==> src/rtl/tdc_chain_decoder_if.sv <==
// Bundle carrying the TDC decoder's control inputs, the raw chain word and the
// decoded result. Ports: arm, hit, chain_in (toward decoder); valid, fine_out,
// coarse_out, overflow, busy, bubble (from decoder).
interface tdc_chain_decoder_if #(
  parameter int CHAIN_LEN = 200,
  parameter int FINE_W    = 8,
  parameter int COARSE_W  = 16
);
  logic                 arm;
  logic                 hit;
  logic [CHAIN_LEN-1:0] chain_in;
  logic                 valid;
  logic [FINE_W-1:0]    fine_out;
  logic [COARSE_W-1:0]  coarse_out;
  logic                 overflow;
  logic                 busy;
  logic                 bubble;

  // master: the capture/trigger side that feeds the decoder
  modport master (
    output arm, hit, chain_in,
    input  valid, fine_out, coarse_out, overflow, busy, bubble
  );

  // slave: the decoder itself
  modport slave (
    input  arm, hit, chain_in,
    output valid, fine_out, coarse_out, overflow, busy, bubble
  );
endinterface

==> src/rtl/tdc_chain_decoder.sv <==
// Carry-chain TDC back end: thermometer word -> fine code via a bubble-tolerant
// 3-stage popcount, paired with a coarse count latched at the hit.
// Ports: clk, rst (sync, active-high), bus (slave side of tdc_chain_decoder_if).
// Optional macro TDC_BUBBLE_CHECK_EN builds thermometer-order violation detection.
module tdc_chain_decoder #(
  parameter int CHAIN_LEN = 200,
  parameter int FINE_W    = 8,
  parameter int COARSE_W  = 16,
  parameter int SEG       = 8
) (
  input logic                clk,
  input logic                rst,
  tdc_chain_decoder_if.slave bus
);

  localparam int NSEG   = (CHAIN_LEN - 1 + SEG - 1) / SEG;
  localparam int PAD_W  = NSEG * SEG;
  localparam int SEGC_W = $clog2(SEG + 1);
  localparam int ONES_W = $clog2(CHAIN_LEN);

  typedef enum logic {IDLE, ARMED} state_t;

  state_t state, state_nxt;
  logic   capture;

  logic [COARSE_W-1:0] coarse_cnt;

  logic                 cap_vld;
  logic [CHAIN_LEN-1:0] cap_chain;
  logic [COARSE_W-1:0]  cap_coarse;

  logic [PAD_W-1:0]  seg_bits;
  logic [SEGC_W-1:0] seg_cnt [NSEG];

  logic                s1_vld;
  logic [SEGC_W-1:0]   s1_cnt [NSEG];
  logic                s1_msb;
  logic [COARSE_W-1:0] s1_coarse;

  logic [ONES_W-1:0]   ones_sum;
  logic                s2_vld;
  logic [ONES_W-1:0]   s2_ones;
  logic                s2_msb;
  logic [COARSE_W-1:0] s2_coarse;

  logic                valid_q;
  logic [FINE_W-1:0]   fine_q;
  logic [COARSE_W-1:0] coarse_q;
  logic                ovf_q;

  // Free-running coarse time base; wraps naturally.
  always_ff @(posedge clk) begin
    if (rst) coarse_cnt <= '0;
    else     coarse_cnt <= coarse_cnt + 1'b1;
  end

  always_ff @(posedge clk) begin
    if (rst) state <= IDLE;
    else     state <= state_nxt;
  end

  // Hits only count while armed; arm alongside a hit keeps us armed so
  // back-to-back hits can be taken without a gap.
  always_comb begin
    state_nxt = state;
    capture   = 1'b0;
    case (state)
      IDLE: begin
        if (bus.arm) state_nxt = ARMED;
      end
      ARMED: begin
        if (bus.hit) begin
          capture   = 1'b1;
          state_nxt = bus.arm ? ARMED : IDLE;
        end
      end
      default: state_nxt = IDLE;
    endcase
  end

  // Valid bits are reset so a reset flushes any decode in flight.
  always_ff @(posedge clk) begin
    if (rst) begin
      cap_vld <= 1'b0;
      s1_vld  <= 1'b0;
      s2_vld  <= 1'b0;
      valid_q <= 1'b0;
    end else begin
      cap_vld <= capture;
      s1_vld  <= cap_vld;
      s2_vld  <= s1_vld;
      valid_q <= s2_vld;
    end
  end

  // Data path registers carry no reset; only their valid bits matter.
  always_ff @(posedge clk) begin
    if (capture) begin
      cap_chain  <= bus.chain_in;
      cap_coarse <= coarse_cnt;
    end
    s1_cnt    <= seg_cnt;
    s1_msb    <= cap_chain[CHAIN_LEN-1];
    s1_coarse <= cap_coarse;
    s2_ones   <= ones_sum;
    s2_msb    <= s1_msb;
    s2_coarse <= s1_coarse;
  end

  // Counting ones instead of locating the transition makes the code tolerant
  // to bubbles. The MSB is handled separately as the overflow indicator.
  assign seg_bits = PAD_W'(cap_chain[CHAIN_LEN-2:0]);

  always_comb begin
    for (int s = 0; s < NSEG; s++) begin
      seg_cnt[s] = '0;
      for (int b = 0; b < SEG; b++) begin
        seg_cnt[s] = seg_cnt[s] + SEGC_W'(seg_bits[s*SEG+b]);
      end
    end
  end

  always_comb begin
    ones_sum = '0;
    for (int s = 0; s < NSEG; s++) begin
      ones_sum = ones_sum + ONES_W'(s1_cnt[s]);
    end
  end

  // Output registers hold until the next result.
  always_ff @(posedge clk) begin
    if (rst) begin
      fine_q   <= '0;
      coarse_q <= '0;
      ovf_q    <= 1'b0;
    end else if (s2_vld) begin
      fine_q   <= s2_msb ? FINE_W'(CHAIN_LEN - 1)
                         : FINE_W'(CHAIN_LEN - 1) - FINE_W'(s2_ones);
      coarse_q <= s2_coarse;
      ovf_q    <= s2_msb;
    end
  end

  assign bus.valid      = valid_q;
  assign bus.fine_out   = fine_q;
  assign bus.coarse_out = coarse_q;
  assign bus.overflow   = ovf_q;
  assign bus.busy       = (state == ARMED) | cap_vld | s1_vld | s2_vld;

`ifdef TDC_BUBBLE_CHECK_EN
  logic        bub_any;
  logic        s1_bub;
  logic        s2_bub;
  logic        bub_q;
  logic [15:0] bub_cnt;

  // A one sitting directly below a zero breaks thermometer order.
  always_comb begin
    bub_any = 1'b0;
    for (int i = 0; i <= CHAIN_LEN - 3; i++) begin
      if (cap_chain[i] && !cap_chain[i+1]) bub_any = 1'b1;
    end
  end

  always_ff @(posedge clk) begin
    s1_bub <= bub_any;
    s2_bub <= s1_bub;
  end

  always_ff @(posedge clk) begin
    if (rst) begin
      bub_q   <= 1'b0;
      bub_cnt <= '0;
    end else if (s2_vld) begin
      bub_q <= s2_bub;
      if (s2_bub && bub_cnt != 16'hFFFF) bub_cnt <= bub_cnt + 16'd1;
    end
  end

  assign bus.bubble = valid_q & bub_q;
`else
  assign bus.bubble = 1'b0;
`endif

endmodule

==> src/flat_wrapper.sv <==
// flat-port wrapper written by rule: the top's interface ports become plain ports
module tdc_chain_decoder_flat 
#(
  parameter int CHAIN_LEN = 200,
  parameter int FINE_W    = 8,
  parameter int COARSE_W  = 16,
  parameter int SEG       = 8
)
  (clk, rst, bus_arm, bus_hit, bus_chain_in, bus_valid, bus_fine_out, bus_coarse_out, bus_overflow, bus_busy, bus_bubble);
  tdc_chain_decoder_if #(.CHAIN_LEN(CHAIN_LEN), .FINE_W(FINE_W), .COARSE_W(COARSE_W)) bus_i ();
  input logic clk;
  input logic rst;
  input wire logic [$bits(bus_i.arm)-1:0] bus_arm;
  input wire logic [$bits(bus_i.hit)-1:0] bus_hit;
  input wire logic [$bits(bus_i.chain_in)-1:0] bus_chain_in;
  output wire logic [$bits(bus_i.valid)-1:0] bus_valid;
  output wire logic [$bits(bus_i.fine_out)-1:0] bus_fine_out;
  output wire logic [$bits(bus_i.coarse_out)-1:0] bus_coarse_out;
  output wire logic [$bits(bus_i.overflow)-1:0] bus_overflow;
  output wire logic [$bits(bus_i.busy)-1:0] bus_busy;
  output wire logic [$bits(bus_i.bubble)-1:0] bus_bubble;
  assign bus_i.arm = bus_arm;
  assign bus_i.hit = bus_hit;
  assign bus_i.chain_in = bus_chain_in;
  assign bus_valid = bus_i.valid;
  assign bus_fine_out = bus_i.fine_out;
  assign bus_coarse_out = bus_i.coarse_out;
  assign bus_overflow = bus_i.overflow;
  assign bus_busy = bus_i.busy;
  assign bus_bubble = bus_i.bubble;
  tdc_chain_decoder #(.CHAIN_LEN(CHAIN_LEN), .FINE_W(FINE_W), .COARSE_W(COARSE_W), .SEG(SEG)) u_core (.clk(clk), .rst(rst), .bus(bus_i));
endmodule
==> config.mk <==
export PLATFORM = sky130hd
export DESIGN_NAME = tdc_chain_decoder_flat
export DESIGN_NICKNAME = d
export VERILOG_FILES = /design/src/rtl/tdc_chain_decoder_if.sv /design/src/rtl/tdc_chain_decoder.sv /design/src/flat_wrapper.sv
export SDC_FILE = /design/constraint.sdc
export NUM_CORES = 1
export LEC_CHECK = 0
export CORE_UTILIZATION = 43
export DETAILED_ROUTE_END_ITERATION = 8
export HOLD_SLACK_MARGIN = 0.02
export PLACE_DENSITY = 0.6
export SLEW_MARGIN = 20
export SYNTH_ARGS = -nofsm -noshare
export SYNTH_HDL_FRONTEND = slang
export SYNTH_SLANG_ARGS = --single-unit
==> constraint.sdc <==
create_clock -name clk -period 11.11 [get_ports clk]
set_input_delay 2.222 -clock clk [delete_from_list [all_inputs] [get_ports clk]]
set_output_delay 2.222 -clock clk [all_outputs]
set_load 0.02 [all_outputs]
# After elaboration in Yosys (flattened, before gate mapping)
# Index checks and enable logic that the tools add are counted.
# classes
bitwise	4
order_cmp	0
n_reduce_logical	0
mul	0
n_addsub	200
n_shift	0
div_mod_pow	0
mux	6
eq_ne	0
# op_table
op	count
adder 4 x 1 -> 4 bit	149
adder 8 x 4 -> 8 bit	23
adder 1 x 1 -> 2 bit	25
adder 16 x 1 -> 16 bit, second input constant	1
2-to-1 mux 8 bit	1
subtractor 8 bit, first input constant	1
adder 4 x 4 -> 5 bit	1
2-to-1 mux 1 bit	4
bitwise OR 1 bit	3
one-hot mux 1 bit (2 select lines)	1
NOT 1 bit	1
# totals
rom_bits	0
output_inout_bits	28
mem_count	0
in_bits	204
register_bits	404
mem_bits_rw	0
latch_bits	0
wordCells	251

# Longest topological paths before layout
# depth
word_depth	24
ltp_mapped	23
mapped_depth_nobuf	23

# Least setup slack after synthesis
# OpenSTA, ideal clock, no wires.
# synth_path
kind	in2reg
from	in bus_hit
to	reg u_core.cap_chain[0] (enable)
path_buffers	0
arrival_ps	7096
setup_ps	603
path_slack_ps	3410
cell_stages	1
required_time_ps	10507
cell_sequence	and2_1
# synth_between
elab_chain_len	2
# synth_rtl
item	line	source
start: declaration	flat_wrapper.sv:14	input wire logic [$bits(bus_i.hit)-1:0] bus_hit;
2-to-1 mux 1 bit	tdc_chain_decoder.sv:72	if (bus.hit) begin
2-to-1 mux 1 bit	tdc_chain_decoder.sv:67	case (state)
end signal: assignment	tdc_chain_decoder.sv:99	cap_chain <= bus.chain_in;
end: declaration	tdc_chain_decoder.sv:29	logic [CHAIN_LEN-1:0] cap_chain;
# Every way passes these cells.
# A chain may end at the register's enable or synchronous reset.

# Worst setup path after layout
# layout_path
from	reg u_core.s1_cnt[92] (netlist bit)
to	reg u_core.s2_ones[6]
# layout_between
elab_chain_len	24
# layout_rtl
item	line	source
start: declaration	tdc_chain_decoder.sv:36	logic [SEGC_W-1:0] s1_cnt [NSEG];
start signal: assignment	tdc_chain_decoder.sv:102	s1_cnt <= seg_cnt;
adder 4 x 4 -> 5 bit	tdc_chain_decoder.sv:126	ones_sum = ones_sum + ONES_W'(s1_cnt[s]);
adder 8 x 4 -> 8 bit (23 in a row)	tdc_chain_decoder.sv:126	
net u_core.ones_sum[6]	tdc_chain_decoder.sv:40	logic [ONES_W-1:0] ones_sum;
end signal: assignment	tdc_chain_decoder.sv:105	s2_ones <= ones_sum;
end: declaration	tdc_chain_decoder.sv:42	logic [ONES_W-1:0] s2_ones;
# The timed path passes the listed nets, and every way through them passes these cells.

==> run_results.csv <==
group,metric,value,unit
flow_run,max_cap_viol_count,0,
drt,viasPerCell,4.298,
clocking,root_buffer,"clkbuf_16",
floorplan,rows,75,
final_layout,area_growth,24.13,%
synth,synth_edf_count,216,
synth,synth.most_common_cell,"inv_1",
clocking,clk_pin_slew_worst_paths,60,ps
clocking,postCtsSetupRepairBufs,0,
critical_path,critPathMaxFanout,2,
synth,netlist_top_cells_area,"edfxtp_1 (35%), fa_1 (21%), dfxtp_1 (21%)",
timing,fin_crit_sh,54.40,%
drt,drt_iter0_markers,268,
critical_path,cpPeakStageDelay,540,ps
synth,synth-simple-area-share,3.234,%
critical_path,crit_path_end_kind,"flip-flop",
timing,hold_ws,322.0,ps
timing,setup_viol,0,
synth,asyncSetResetFlopFracSynth,0,%
place,port_buffers,230,
floorplan,die_w,208.5,um
critical_path,r2r_slack,5070,ps
final_layout,nNetsFinal,2092,
synth,netlist_area,18340,um^2
synth,syn_nets,1822,
timing,finClkSkew,18.69,ps
grt,antenna_found_initial,0,
drt,route.detailed.drc,0,
final_layout,antennaDiodeCount,0,
hold_path,hp-class,"reg2reg",
timing,maxSlewViolCount,0,
synth,synth_seq_cells,404,
floorplan,start_util,43.62,%
timing,finalHoldViolations,0,
grt,overflow,0,
synth,synth_compound_area_share,1.310,%
timing,fin_crit,6044,ps
synth,synth_flop_cell,"edfxtp_1",
drt,dr_total_vias,9331,
critical_path,required,11600,ps
clocking,cts_max_level,2,
clocking,hold_buffers,0,
timing,finalSetupTns,0,ps
drt,wirelength,29850,um
timing,tightest_slew,908.9,ps
synth,yosys_warnings,0,
clocking,ctsResizeCount,0,
timing,rsz0062_at_grt,"no",
floorplan,die_h,208.5,um
synth,synth_adder_area_share,27.74,%
final_layout,layout-drive-gt1-share,5.025,%
floorplan,dieArea,43470,um^2
grt,grt_pass1_wl,50390,um
grt,grt_pass1_vias,10290,
synth,synth_area_per_cell,13.83,um^2
run_status,status,"finished, final reports clean",
synth,ys_types,35,
synth,synth_mux_area_share,1.283,%
synth,ys_seq_area_share,55.90,%
timing,fmax,165.5,MHz
synth,synth_largest_area_cell,"edfxtp_1",
grt,grt_use_total,14.69,%
timing,max-slew-margin-rel,39.41,%
floorplan,ios,232,
synth,synthXorXnorAreaFrac,2.245,%
drt,dr.pass1.iters,4,
drt,wl_per_cell,13.75,um
synth,synth_top_family_by_area,"adder cells",
synth,synthesis.instances,1326,
critical_path,crit_chain,"ha_1 > inv_1 > fa_1 > xor2_1 > fa_1 > fa_1 > fa_1 > fa_1 > fa_1 > fa_1 > fa_1 > inv_1 > ha_1 > fa_1 > a21o_1 > a21oi_1 > xnor2_1",
clocking,clock_latency,570,ps
synth,ys_top_cells_by_count,"inv_1 (392), edfxtp_1 (216), fa_1 (191)",
floorplan,core-area,42040,um^2
synth,yosys.area.top_type_share,35.37,%
critical_path,crit_top_cell,"fa_1",
grt,grt_max_degree,67,
critical_path,startpoint_type,"flip-flop",
clocking,numCtsBuffers,44,
clocking,cts_tree,"built",
final_layout,fin_util,54.14,%
clocking,max-clock-path-buffers,3,
final_layout,regArea,10250,um^2
drt,ant_nets,0,
final_layout,nFillCells,3525,
critical_path,arrival,6530,ps
critical_path,crit_type,"reg2reg",
place,gp_congestion,0.7536,
clocking,cts.sinks,404,
place,dp_hpwl,22920,um
final_layout,multi_input_area,6574,um^2
critical_path,slowest_stage,"fa_1",
## per-stage QoR
stage	instances	setup WS, ps	instance area (um^2)
global route	2171	4749	22760
finish	2171	5066	22760
detailed placement	2089	5059	21300
floorplan	1326	3410	18340
CTS	2171	5015	22760
global placement	2089	5112	21300
## flip-flops by register name, summed over array words and instances, names as in the netlist, 8 cells and up
name and flops:
u_core.bus.fine_out 8, u_core.coarse_cnt 16, u_core.cap_coarse 16, u_core.s1_coarse 16, u_core.s2_ones 8, u_core.s2_coarse 16
u_core.s1_cnt 100, u_core.bus.coarse_out 16, u_core.cap_chain 200
## layer usage
layer	vias to the layer above	part of all wire [%]	GRT usage (%)
li1	4584	-	-
met3	53	4.6	2.928
met4	0	2.7	5.415
met5	-	0	0
met1	4521	44	18.99
met2	173	48	24.50
## logic make-up after synthesis
group / Yosys count
buffers and inverters: 402
AOI/OAI and AO/OA: 44
and+or+nand+nor: 113
DFF: 404
adders and majority gates: 292
muxes: 23
xor gates and xnor gates: 47
other: 1
## critical path, delay by kind of cell (launching register included)
| kind | cells | cell delay [ps] |
|---|---|---|
| XOR/XNOR | 2 | 340 |
| flip-flops | 1 | 330 |
| buffers and inverters | 2 | 110 |
| AO/OA/AOI/OAI | 2 | 330 |
| adder cells (fa/ha/maj) | 11 | 4870 |
## placed cells by master, fill, tap and decap left out, types with 2 or more instances in the layout
cell             instances
a211oi_1                 5
a21o_1                   2
a21oi_1                 33
buf_4                    4
bufinv_16                3
clkbuf_1                10
clkbuf_16               44
clkbuf_8                 9
clkdlybuf4s50_1        229
clkinv_1                 3
clkinv_2                 8
dfxtp_1                188
edfxtp_1               216
fa_1                   191
ha_1                   101
inv_1                  392
mux2_1                   2
mux2_2                   2
mux2i_1                 19
nand2_1                  7
nand3_1                  7
nor2_1                  46
nor2b_1                 39
nor3_1                   4
o21ai_0                  3
xnor2_1                 36
xor2_1                  11
## area by class of cell
class,instances,share of cell area (%)
well taps,539,2.963
clock inverters,18,0.8575
multi-input cells,520,28.88
inverters,392,6.464
repair buffers,234,10.22
flip-flops and latches,404,45.03
clock buffers,64,5.579
## worst paths after layout
path,end,depth (start not counted),start
worst max-delay path,u_core.s2_ones[6]$_DFF_P_,17,u_core.s1_cnt[92]$_DFF_P_
worst min-delay path,u_core.s2_coarse[6]$_DFF_P_,0,u_core.s1_coarse[6]$_DFF_P_
worst max register to register,u_core.s2_ones[6]$_DFF_P_,17,u_core.s1_cnt[92]$_DFF_P_
worst min register to register,u_core.s2_coarse[6]$_DFF_P_,0,u_core.s1_coarse[6]$_DFF_P_
Power is not shown: default switching activity piles up to over one toggle a cycle in this logic, so the estimate is an artifact.
==> RTL change: new RTL, config.mk and constraints unchanged <==
`SEG` is set to 8 in 2 places; all go to 16.
--- a/src/rtl/tdc_chain_decoder.sv
+++ b/src/rtl/tdc_chain_decoder.sv
@@ -8,3 +8,3 @@
   parameter int COARSE_W  = 16,
-  parameter int SEG       = 8
+  parameter int SEG       = 16
 ) (
--- a/src/flat_wrapper.sv
+++ b/src/flat_wrapper.sv
@@ -6,3 +6,3 @@
   parameter int COARSE_W  = 16,
-  parameter int SEG       = 8
+  parameter int SEG       = 16
 )
Behaviour: same outputs for any inputs over 4 cycles, from zero or initial values and one cycle with rst high; that may be too few to reach the edited logic, so the function may still have changed.
==> RTL change against the original RTL <==
Setup slack gained 1100 ps. Non-clock buffer count is 2 lower. Sequential cell count decreased by 36. Worst hold slack worse by 11 ps. Clock skew rose by 6.5 ps. Synthesized area is 9.3% lower. Final area is 7.8% lower. Largest cell class unchanged. Routed wire length is 11% lower.
Power is not shown: default switching activity piles up to over one toggle a cycle in this logic, so the estimate is an artifact.
==> RTL change: results (changes against the original RTL) <==
- The layout filler cell count is 3,177 (-9.9%).
- The data arrival at the endpoint of the critical path is 5390 ps (-1140 ps).
- At the later pin of the worst-skew pair, clock insertion delay measures 560 ps.
- The number of cells on the worst reg-to-reg path came to 17 (unchanged).
- The total DRC errors in the routed layout is 0 (unchanged).
- The total number of H-tree levels is 2 (unchanged).
- The final routed wire length divided by cell count is 13.5 um (-1.8%).
- The quantity of I/O buffers inserted on ports is 230 (unchanged).
- The final RePlAce weighted congestion is 0.749 (-0.62%).
- The initial antenna violation count was 0 (unchanged).
- The commonest cells after synthesis are 295 x inv_1, 216 x edfxtp_1, 171 x fa_1.
- The largest clock skew in the final design was 25.2 ps (+6.54 ps).
- The largest registers in the layout are u_core.cap_chain x200, u_core.s1_cnt x64.
- The number of iterations in the first detailed-routing pass is 4 (unchanged).
- The relative slew slack came to 36.4% (-3.0 points).
- The post-detailed-placement cell area is 19,600 um2 (-8.2%).
- The number of global-route vias before repair is 9,155 (-11%).
- The total of warnings raised by yosys is 0 (unchanged).
- The worst min-delay path class is reg2reg.
- The startpoint identified for the worst register-to-register timing path is u_core.s1_cnt[60].
- The endpoint identified for the worst register-to-register timing path is u_core.s2_ones[6].
- The run finished with clean final reports.
- The number of violations reported at the end of detailed-routing iteration 0 is 227 (-15%).
- The worst-path maximum fanout is 2 (unchanged).
- The global-route total usage across every layer was 14.4% (-0.26 points).
- The sequential area share after synthesis is 57.3% (+1.4 points).
- The via total after detailed routing is 8,398 (-10%).
- The buffer levels on the longest clock path is 3 (unchanged).
- The number of max-cap violations was 0 (unchanged).
- The cell type of the slowest stage on the worst timing path is fa_1.
- The first-pass GRT wire length is 44.2 mm (-12%).
- Grouping stages by cell kind, the critical path spends the most delay in adder cells.
- The number of synthesized flops with an enable pin is 216 (unchanged).
- The count of different cell masters after synthesis is 33 (-5.7%).
- CTS placed an instance of clkbuf_16 at the clock tree root.
- The total CTS buffers is 41 (-6.8%).
- The startpoint of the worst hold path is u_core.s1_msb.
- The quantity of gates resized following cts is 0 (unchanged).
- The hold path depth is 0 (unchanged).
- The HPWL reported at the end of detailed placement was 20.0 mm (-13%).
- The post-CTS setup-driven buffer insertion count is 0 (unchanged).
- The number of instances in the synthesized netlist was 1,154 (-13%).
- The clock transition at the register clock pins on the worst setup and hold paths after CTS is 60 ps (about the same).
- The pin count of the biggest net entering global routing is 150 (+120%).
- The slack of the worst reg-to-reg path was 6210 ps (+1150 ps).
- The fraction of final layout cells with drive strength greater than 1 is 5.03% (about the same).
- Ranked by total cell area, the synthesized netlist is headed by edfxtp_1 39%, fa_1 21%, dfxtp_1 18%, inv_1 6.7%, ha_1 6.4%.
- The peak per-stage delay on the critical path is roughly 550 ps.
- The number of diodes came to 0 (unchanged).
- The worst-case hold slack came to 311 ps (-10.6 ps).
- The routed wire length is 26.5 mm (-11%).
- The post-synthesis net count is 1,614 (-11%).
- The async set-reset flop share out of synthesis is 0% (unchanged).
- The end point of the most critical hold path is u_core.s2_msb.
- The final-stage net count came to 1,879 (-10%).
-- RTL change: cell count changes after synthesis, moves of 2 or more --
cell,unedited run,this run
inv_1,392,295
dfxtp_1,188,152
fa_1,191,171
ha_1,101,85
a21o_1,2,14
nor2b_1,39,27
xnor2_1,36,26
xor2_1,11,19
nand2_1,7,9
nor2_1,46,44
-- RTL change: cells by family after synthesis --
logic type               share of synthesized area, %
flip-flops                                       57.3
buffers and inverters                            6.92
adder cells (fa/ha/maj)                          27.0
AND/OR/NAND/NOR                                  3.04
AO/OA/AOI/OAI                                    2.05
XOR/XNOR                                         2.37
multiplexers                                     1.35
other                                          0.0225
-- RTL change: layout make-up --
cell class                 count  area [um2]  share of cell area [%]
clock inverter                19         244                    1.16
tap                          511         639                    3.05
inverter                     295        1110                    5.28
clock buffer                  57        1190                    5.66
timing repair buffer         232        2320                    11.1
multi-input combinational    481        5960                    28.4
sequential                   368        9530                    45.4
-- RTL change: stage by stage --
stage                     worst slack, ps  utilization (%)
after detailed placement             6240             51.7
after global routing                 5990             55.5
after CTS                            6200             55.5
final                                6210             55.5
after global placement               6260             51.7
after floorplan                      3410                -
-- RTL change: worst max path at each step --
stage	start	endpoint
2_1_floorplan	bus_hit	u_core.cap_chain[0]
3_3_place_gp	u_core.s1_cnt[56]	u_core.s2_ones[7]
3_5_place_dp	u_core.s1_cnt[55]	u_core.s2_ones[6]
4_1_cts	u_core.s1_cnt[60]	u_core.s2_ones[6]
5_1_grt	u_core.s1_cnt[55]	u_core.s2_ones[6]
6_report	u_core.s1_cnt[60]	u_core.s2_ones[6]
-- RTL change: per-layer routing --
| metal | global-route usage (%) | vias to the layer above | wire length, um |
|---|---|---|---|
| li1 | - | 4147 | - |
| met4 | 5.56 | 0 | 669 |
| met2 | 23.4 | 167 | 12500 |
| met3 | 3.03 | 43 | 1280 |
| met1 | 19.0 | 4041 | 12100 |
| met5 | 0 | - | 0 |
